===== config.mk =====
export PLATFORM = sky130hd
export DESIGN_NAME = pipe_stage_skid_reg
export DESIGN_NICKNAME = d
export VERILOG_FILES = /design/src/rtl/pipe_pkg.sv /design/src/rtl/pipe_entry_reg.sv /design/src/rtl/pipe_stage_skid_reg.sv
export SDC_FILE = /design/constraint.sdc
export NUM_CORES = 1
export LEC_CHECK = 0
export CORE_MARGIN = 4
export CORE_UTILIZATION = 57
export CTS_CLUSTER_DIAMETER = 100
export DETAILED_ROUTE_END_ITERATION = 8
export PLACE_DENSITY_LB_ADDON = 0.08
export SLEW_MARGIN = 15
export SYNTH_ARGS = -nofsm -noshare
export SYNTH_HDL_FRONTEND = slang
export SYNTH_HIERARCHICAL = 1
export SYNTH_SLANG_ARGS = --single-unit

===== constraint.sdc =====
create_clock -name clk -period 5.8 [get_ports clk]
set_input_delay 1.74 -clock clk [delete_from_list [all_inputs] [get_ports clk]]
set_output_delay 1.74 -clock clk [all_outputs]
set_load 0.05 [all_outputs]

===== src/rtl/pipe_pkg.sv =====
// pipe_pkg: shared defaults, default-width stage entry type and bubble builder for the MIPS stage registers.
package pipe_pkg;
  localparam logic [31:0] PC_RESET_DEF = 32'h0000_3000;
  localparam logic [31:0] EXC_VECTOR_DEF = 32'h0000_4180;
  localparam int EXC_W_DEF = 5;
  localparam int DATA_W_DEF = 96;
  typedef struct packed {
    logic [31:0] instr;
    logic [31:0] pc;
    logic [DATA_W_DEF-1:0] data;
    logic bd;
    logic [EXC_W_DEF-1:0] exc;
    logic check;
  } entry_t;
  function automatic entry_t make_bubble(input logic [31:0] pc, input logic bd);
    entry_t e;
    e = '0;
    e.pc = pc;
    e.bd = bd;
    return e;
  endfunction
endpackage


===== src/rtl/pipe_entry_reg.sv =====
// pipe_entry_reg: one stage entry with valid bit; priority reset > clear > bubble > load > drop.
module pipe_entry_reg #(
  parameter int W = 8,
  parameter logic [W-1:0] RST = '0
) (
  input  logic         clk,
  input  logic         reset,
  input  logic         clear,
  input  logic         bubble,
  input  logic         load,
  input  logic         drop,
  input  logic [W-1:0] bub,
  input  logic [W-1:0] d,
  output logic [W-1:0] q,
  output logic         valid
);
  always_ff @(posedge clk) begin
    if (reset) begin
      q <= RST;
      valid <= 1'b0;
    end else if (clear) begin
      q <= '0;
      valid <= 1'b0;
    end else if (bubble) begin
      q <= bub;
      valid <= 1'b1;
    end else if (load) begin
      q <= d;
      valid <= 1'b1;
    end else if (drop) begin
      valid <= 1'b0;
    end
  end
endmodule


===== src/rtl/pipe_stage_skid_reg.sv =====
// pipe_stage_skid_reg: elastic pipeline stage register (output + skid entry) with flush/req bubbles.
// Define PIPE_PERF_CNT_EN to add stall_cnt/bubble_cnt performance counters.
module pipe_stage_skid_reg import pipe_pkg::*; #(
  parameter int DATA_W = DATA_W_DEF,
  parameter int EXC_W = EXC_W_DEF,
  parameter logic [31:0] PC_RESET = PC_RESET_DEF,
  parameter logic [31:0] EXC_VECTOR = EXC_VECTOR_DEF
) (
  input  logic              clk,
  input  logic              reset,
  input  logic              flush,
  input  logic              req,
  input  logic              in_valid,
  output logic              in_ready,
  input  logic [31:0]       in_instr,
  input  logic [31:0]       in_pc,
  input  logic [DATA_W-1:0] in_data,
  input  logic              in_bd,
  input  logic [EXC_W-1:0]  in_exc,
  input  logic              in_check,
  output logic              out_valid,
  input  logic              out_ready,
  output logic [31:0]       out_instr,
  output logic [31:0]       out_pc,
  output logic [DATA_W-1:0] out_data,
  output logic              out_bd,
  output logic [EXC_W-1:0]  out_exc,
  output logic              out_check
`ifdef PIPE_PERF_CNT_EN
  ,
  output logic [31:0]       stall_cnt,
  output logic [31:0]       bubble_cnt
`endif
);
  typedef struct packed {
    logic [31:0] instr;
    logic [31:0] pc;
    logic [DATA_W-1:0] data;
    logic bd;
    logic [EXC_W-1:0] exc;
    logic check;
  } stage_t;
  localparam int W = $bits(stage_t);
  localparam stage_t RST_E = '{instr: '0, pc: PC_RESET, data: '0, bd: 1'b0, exc: '0, check: 1'b0};
  stage_t in_e, bub_e, o_e, s_e;
  logic o_valid, s_valid, acc, free;
  assign in_ready = !s_valid & !flush & !req & !reset;
  assign acc = in_valid & in_ready;
  assign free = !o_valid | out_ready;
  assign in_e = '{instr: in_instr, pc: in_pc, data: in_data, bd: in_bd, exc: in_exc, check: in_check};
  assign bub_e = '{instr: '0, pc: req ? EXC_VECTOR : in_pc, data: '0, bd: !req & in_bd, exc: '0, check: 1'b0};
  pipe_entry_reg #(.W(W), .RST(RST_E)) u_out (
    .clk(clk), .reset(reset), .clear(1'b0), .bubble(req | flush),
    .load(free & (s_valid | acc)), .drop(free), .bub(bub_e),
    .d(s_valid ? s_e : in_e), .q(o_e), .valid(o_valid)
  );
  // The skid only ever fills while the output is stalled, so it drains before new input is taken.
  pipe_entry_reg #(.W(W), .RST('0)) u_skid (
    .clk(clk), .reset(reset), .clear(req | flush), .bubble(1'b0),
    .load(!free & acc), .drop(free), .bub('0),
    .d(in_e), .q(s_e), .valid(s_valid)
  );
  assign out_valid = o_valid;
  assign out_instr = o_e.instr;
  assign out_pc = o_e.pc;
  assign out_data = o_e.data;
  assign out_bd = o_e.bd;
  assign out_exc = o_e.exc;
  assign out_check = o_e.check;
`ifdef PIPE_PERF_CNT_EN
  always_ff @(posedge clk) begin
    if (reset) begin
      stall_cnt <= '0;
      bubble_cnt <= '0;
    end else begin
      if (o_valid & !out_ready) stall_cnt <= stall_cnt + 32'd1;
      if (flush | req) bubble_cnt <= bubble_cnt + 32'd1;
    end
  end
`endif
endmodule


# Word-level counts from Yosys, hierarchy flattened
# Cells that the tools add are included.
# totals
in_bits	173
output_inout_bits	169
register_bits	336
# classes
muxes	8
bitwise_logic	10
reduce_logical	10
# op_table
cell	count
two-way mux 135 bit	2
two-way mux 167 bit	1
two-way mux 32 bit	1
bitwise AND 1 bit	7
zero test 1 bit	6
two-way mux 1 bit	4
nonzero test 2 bit	2
OR 1 bit	3
nonzero test 3 bit	1
OR reduction 2 bit	1

# Longest topological paths before layout
# logic_depth
depth_word	9
depth_mapped	9
depth_no_buf	4

# Cells and area by module
# The synthesis kept the hierarchy.
# by_module_without_submodules
mod	n_inst	seq_area_each_um2	cells_each	area_each_um2
pipe_entry_reg at u_skid	1	3363.2	746	8778.4
pipe_entry_reg at u_out	1	3363.2	747	8775.9
pipe_stage_skid_reg	1	0.0	229	2721.4

# Worst setup path after synthesis
# Ideal clock, no wire load.
# synth_timing
path_type	input -> output
from	input port req
to	output port in_ready
stages	1
path_buffers	0
required_time_ps	4060
arrival_time_ps	2726
path_slack_ps	1334
cell_sequence	nor4_2
# synth_via
elab_chain_cells	3
# synth_rtl
element	line	rtl
from (decl)	pipe_stage_skid_reg.sv:12	input logic req,
zero test 1 bit	pipe_stage_skid_reg.sv:47	assign in_ready = !s_valid & !flush & !req & !reset;
bitwise AND 1 bit (2 in a row)	pipe_stage_skid_reg.sv:47	
to (decl)	pipe_stage_skid_reg.sv:14	output logic in_ready,
# Every way passes these cells.

# Worst setup path in the final report
# layout_timing
from	input port reset
to	output port in_ready
# layout_via
elab_chain_cells	2
# layout_rtl
element	line	rtl
from (decl)	pipe_stage_skid_reg.sv:10	input logic reset,
zero test 1 bit	pipe_stage_skid_reg.sv:47	
bitwise AND 1 bit	pipe_stage_skid_reg.sv:47	
# Every way passes these cells.

==> flow_results.org <==
** Run status
- Run status :: completed

** Setup path
- Capturing point of the worst reg2reg path :: u_out/q[163]
- The worst setup path is captured at an output pin.
- Required time worst endpoint :: 4.06 ns
- The number of cells on the worst reg-to-reg path is 4.
- Critical path launch point type :: input port
- Worst EP arrival :: 3.41 ns
- In this run the worst path has a maximum fanout of 5.
- The setup path with the least slack is of type input port to output pin.
- The startpoint identified for the worst register-to-register timing path is u_skid/valid.
- For flop-to-flop paths, the worst setup slack is 2.70 ns.

** Clocking
- Clock-pin slew was measured on the worst setup and hold paths at 0.05 ns.
- The clock tree synthesis step divided the H-tree into 2 levels.
- The tree is rooted in a sky130_fd_sc_hd__clkbuf_16.
- Total CTS buffers :: 39
- Post-CTS Resized :: 0
- Clk Latency, worst-skew pair :: 0.52 ns
- CTS Buffer Depth :: 3
- Hold buffer count at CTS :: 0
- Sink Count :: 336
- TritonCTS clock tree :: done
- Number of buffers added for setup after CTS :: 0

** STA
- Based on the critical path, the design can be clocked at up to 0.194 GHz.
- Counting I/O delays and the setup requirement, the final critical path takes 5.15 ns.
- RSZ-0062 raised after global routing :: no
- Final Hold Viols :: 0
- In this run the tightest slew margin relative to its limit is 24.2%.
- Least-Margin Pin Slew :: 1.14 ns
- Across the routed clock network, the largest skew measured is 0.0157 ns.
- Share of the cycle needed by the critical path after routing :: 88.8%
- Setup violations remaining at the end of the flow were counted as 0.
- Fin. max-slew vios :: 0
- For the final routed database, the setup TNS stands at 0 ns.

** Logic synthesis
- For this run, the number of Yosys warnings is 6.
- Sequential cell area fraction in the yosys report :: 33.2%
- The cell area that synthesis handed to floorplanning was 20300 um2.
- Number of distinct standard cells referenced by the synthesized netlist :: 25
- In the synthesized netlist, the number of instances is 1722.
- The synthesized design contains 336 register bits.
- Mean instance size in the synthesized netlist :: 11.8 um2

** Global route
- In the global route stage, met1 resource usage came out at 30.6%.
- Global routing usage on met3 :: 5.49%
- First-pass GRT wire length :: 79500 um
- After global routing, the most crowded layer is met2.
- Remaining Overflow, GRT :: 0
- Antenna violations before repair :: 6
- Across every metal layer, demand over resource in global routing totals 25.0%.
- In the global route stage, met2 resource usage came out at 44.2%.
- The number of global-route vias before repair is 15033.
- Pin count of the biggest net entering global routing :: 236

** Drt
- Avg WL per Cell :: 18.6 um
- Detailed-route DRC error count :: 0
- The first routing iteration left 685 violations.
- Total iterations of the first detailed-routing run :: 5
- In the routed layout, each cell is associated on average with a via count of 5.30.
- Summing over every cut layer, the via total after detailed routing is 14540.
- Remaining antenna violation count :: 0
- Summed over all layers, the routed wires come to 51100 um.

** Layout
- Synthesis-to-finish area growth :: 27.7%
- Share of cells above drive strength 1 :: 25.4%
- Fill cells in the final layout number 2496.
- After the last flow step, the layout net total stands at 2431.
- The finished cells cover 25900 um2.

** Run
- Number of max-cap violations :: 0

** Die
- The floorplan has 68 rows.
- The floorplan step defined a core boundary enclosing 34800 um2.
- Vertical extent of the die :: 197 um
- From left edge to right edge, the die measures 197 um.
- Count of boundary I/O pins :: 342
- The initial utilization of the core area, before any placement, comes to 58.3%.
- The floorplan step defined a die boundary enclosing 38700 um2.

** Placed design
- Buffers placed on the I/O ports in this run total 341.
- Summing all placed instances gives a cell area of 24700 um2.
- Total half-perimeter wirelength after legalization and detailed placement :: 31100 um
- Routability-driven placement congestion ratio :: 0.764

** Power and ir drop
- Worst IR Drop VDD :: 0.289 mV
- P_leak :: 0.0137 uW
- Dividing total power by cell area gives a power density of 230 nW/um2.

** Worst hold path
- Start point of the worst hold path :: u_out/q[115]
- The worst hold path belongs to the class flip-flop to flip-flop.
- The path with the worst hold slack has its endpoint at u_out/q[115].
- Hold depth :: 2
## worst max-delay path by stage
stage,start,to,slack (ns),depth (start not counted)
after CTS,reset,in_ready,0.65,3
final,reset,in_ready,0.65,3
after floorplan,req,in_ready,1.33,1
after detailed placement,reset,in_ready,0.65,3
after global routing,reset,in_ready,0.58,3
after global placement,reset,in_ready,0.67,3
## per-layer routing
metal / up-vias / wire [um]
li1: 7008 / -
met1: 7105 / 21200
met2: 330 / 25200
met3: 89 / 3180
met4: 8 / 1440
met5: - / 57
## where the power goes
part,internal [uW],switching [uW]
logic,559,562
clock network,1420,956
registers,2400,54.5
## cell usage in the layout (no fill, tap or decap)
master / n
sky130_fd_sc_hd__bufinv_16: 1
sky130_fd_sc_hd__nor4b_1: 1
sky130_fd_sc_hd__o211a_1: 332
sky130_fd_sc_hd__buf_2: 1
sky130_fd_sc_hd__or2_2: 3
sky130_fd_sc_hd__dfxtp_1: 335
sky130_fd_sc_hd__clkinv_2: 6
sky130_fd_sc_hd__clkbuf_16: 41
sky130_fd_sc_hd__clkbuf_8: 7
sky130_fd_sc_hd__and4b_4: 1
sky130_fd_sc_hd__inv_1: 1
sky130_fd_sc_hd__buf_4: 6
sky130_fd_sc_hd__o21a_4: 1
sky130_fd_sc_hd__nor2b_1: 32
sky130_fd_sc_hd__diode_2: 2
sky130_fd_sc_hd__buf_12: 11
sky130_fd_sc_hd__nand3b_1: 2
sky130_fd_sc_hd__mux2i_1: 2
sky130_fd_sc_hd__o311ai_0: 2
sky130_fd_sc_hd__conb_1: 308
sky130_fd_sc_hd__nor2_4: 2
sky130_fd_sc_hd__clkdlybuf4s50_1: 340
sky130_fd_sc_hd__mux2_4: 301
sky130_fd_sc_hd__or2_4: 1
sky130_fd_sc_hd__dfxtp_4: 1
sky130_fd_sc_hd__clkbuf_1: 12
sky130_fd_sc_hd__o31a_1: 2
sky130_fd_sc_hd__mux2_2: 195
sky130_fd_sc_hd__nand2b_1: 333
sky130_fd_sc_hd__mux2_1: 3
sky130_fd_sc_hd__nor4_2: 1
## sequential cells by signal, indices dropped and copies added, names as in the netlist
| signal | cells |
|---|---|
| u_out/q | 167 |
| u_out/valid | 1 |
| u_skid/q | 167 |
| u_skid/valid | 1 |
## final cells by class
class	instances	area [um2]	share of cell area (%)
Multi-Input combinational cell	1522	13700	52.8
Clock inverter	7	60.1	0.232
Inverter	1	3.75	0.0145
Timing Repair Buffer	358	3670	14.2
Tap cell	455	569	2.20
Antenna cell	2	5.00	0.0193
Sequential cell	336	6730	26.0
Clock buffer	60	1170	4.51
## synth_stat cells
| cell type | n | area share [%] |
|---|---|---|
| sky130_fd_sc_hd__inv_1 | 1 | 0.018 |
| sky130_fd_sc_hd__mux2_2 | 195 | 11 |
| sky130_fd_sc_hd__mux2_4 | 301 | 22 |
| sky130_fd_sc_hd__o311ai_0 | 2 | 0.086 |
| sky130_fd_sc_hd__nor2b_1 | 32 | 0.99 |
| sky130_fd_sc_hd__or2_2 | 4 | 0.12 |
| sky130_fd_sc_hd__conb_1 | 1 | 0.018 |
| sky130_fd_sc_hd__o31a_1 | 2 | 0.086 |
| sky130_fd_sc_hd__buf_8 | 1 | 0.074 |
| sky130_fd_sc_hd__nand3b_1 | 2 | 0.074 |
| sky130_fd_sc_hd__mux2i_1 | 2 | 0.099 |
| sky130_fd_sc_hd__and4b_1 | 1 | 0.049 |
| sky130_fd_sc_hd__buf_6 | 44 | 2.4 |
| sky130_fd_sc_hd__o211a_1 | 332 | 16 |
| sky130_fd_sc_hd__buf_4 | 1 | 0.037 |
| sky130_fd_sc_hd__nor4_2 | 1 | 0.062 |
| sky130_fd_sc_hd__buf_2 | 49 | 1.2 |
| sky130_fd_sc_hd__nand2b_1 | 333 | 10 |
| sky130_fd_sc_hd__o21a_1 | 1 | 0.037 |
| sky130_fd_sc_hd__nor4b_1 | 1 | 0.043 |
| sky130_fd_sc_hd__nor2_1 | 2 | 0.037 |
| sky130_fd_sc_hd__mux2_1 | 3 | 0.17 |
| sky130_fd_sc_hd__dfxtp_1 | 336 | 33 |
| sky130_fd_sc_hd__clkbuf_1 | 68 | 1.3 |
| sky130_fd_sc_hd__buf_1 | 7 | 0.13 |
## kinds of logic (layout without fill, tap and decap cells)
logic type / count (synthesis) / count (layout) / synth area share [%]
muxes: 501 / 501 / 33.4
and+or+nand+nor: 376 / 376 / 11.7
AOI/OAI and AO/OA: 337 / 337 / 16.6
DFF: 336 / 336 / 33.2
buffers and inverters: 171 / 426 / 5.17
other: 1 / 310 / 0.0185
## stage by stage
| stage | power [uW] | instances | hold WS (ns) | setup WS (ns) | utilization, % |
|---|---|---|---|---|---|
| floorplan | 3270 | 2029 | 0.551 | 1.33 | - |
| global placement | 3570 | 2672 | 0.556 | 0.673 | 70.9 |
| detailed placement | 3600 | 2672 | 0.576 | 0.654 | 70.9 |
| CTS | 5980 | 2739 | 0.583 | 0.649 | 74.4 |
| global route | 6170 | 2741 | 0.624 | 0.585 | 74.4 |
| finish | 5950 | 2741 | 0.578 | 0.647 | 74.4 |
## worst max-delay path: stages
cell                              delay, ns
sky130_fd_sc_hd__clkdlybuf4s50_1       0.56
sky130_fd_sc_hd__nor4_2                0.26
sky130_fd_sc_hd__clkdlybuf4s50_1       0.86
(Power assumes the default switching activity.)
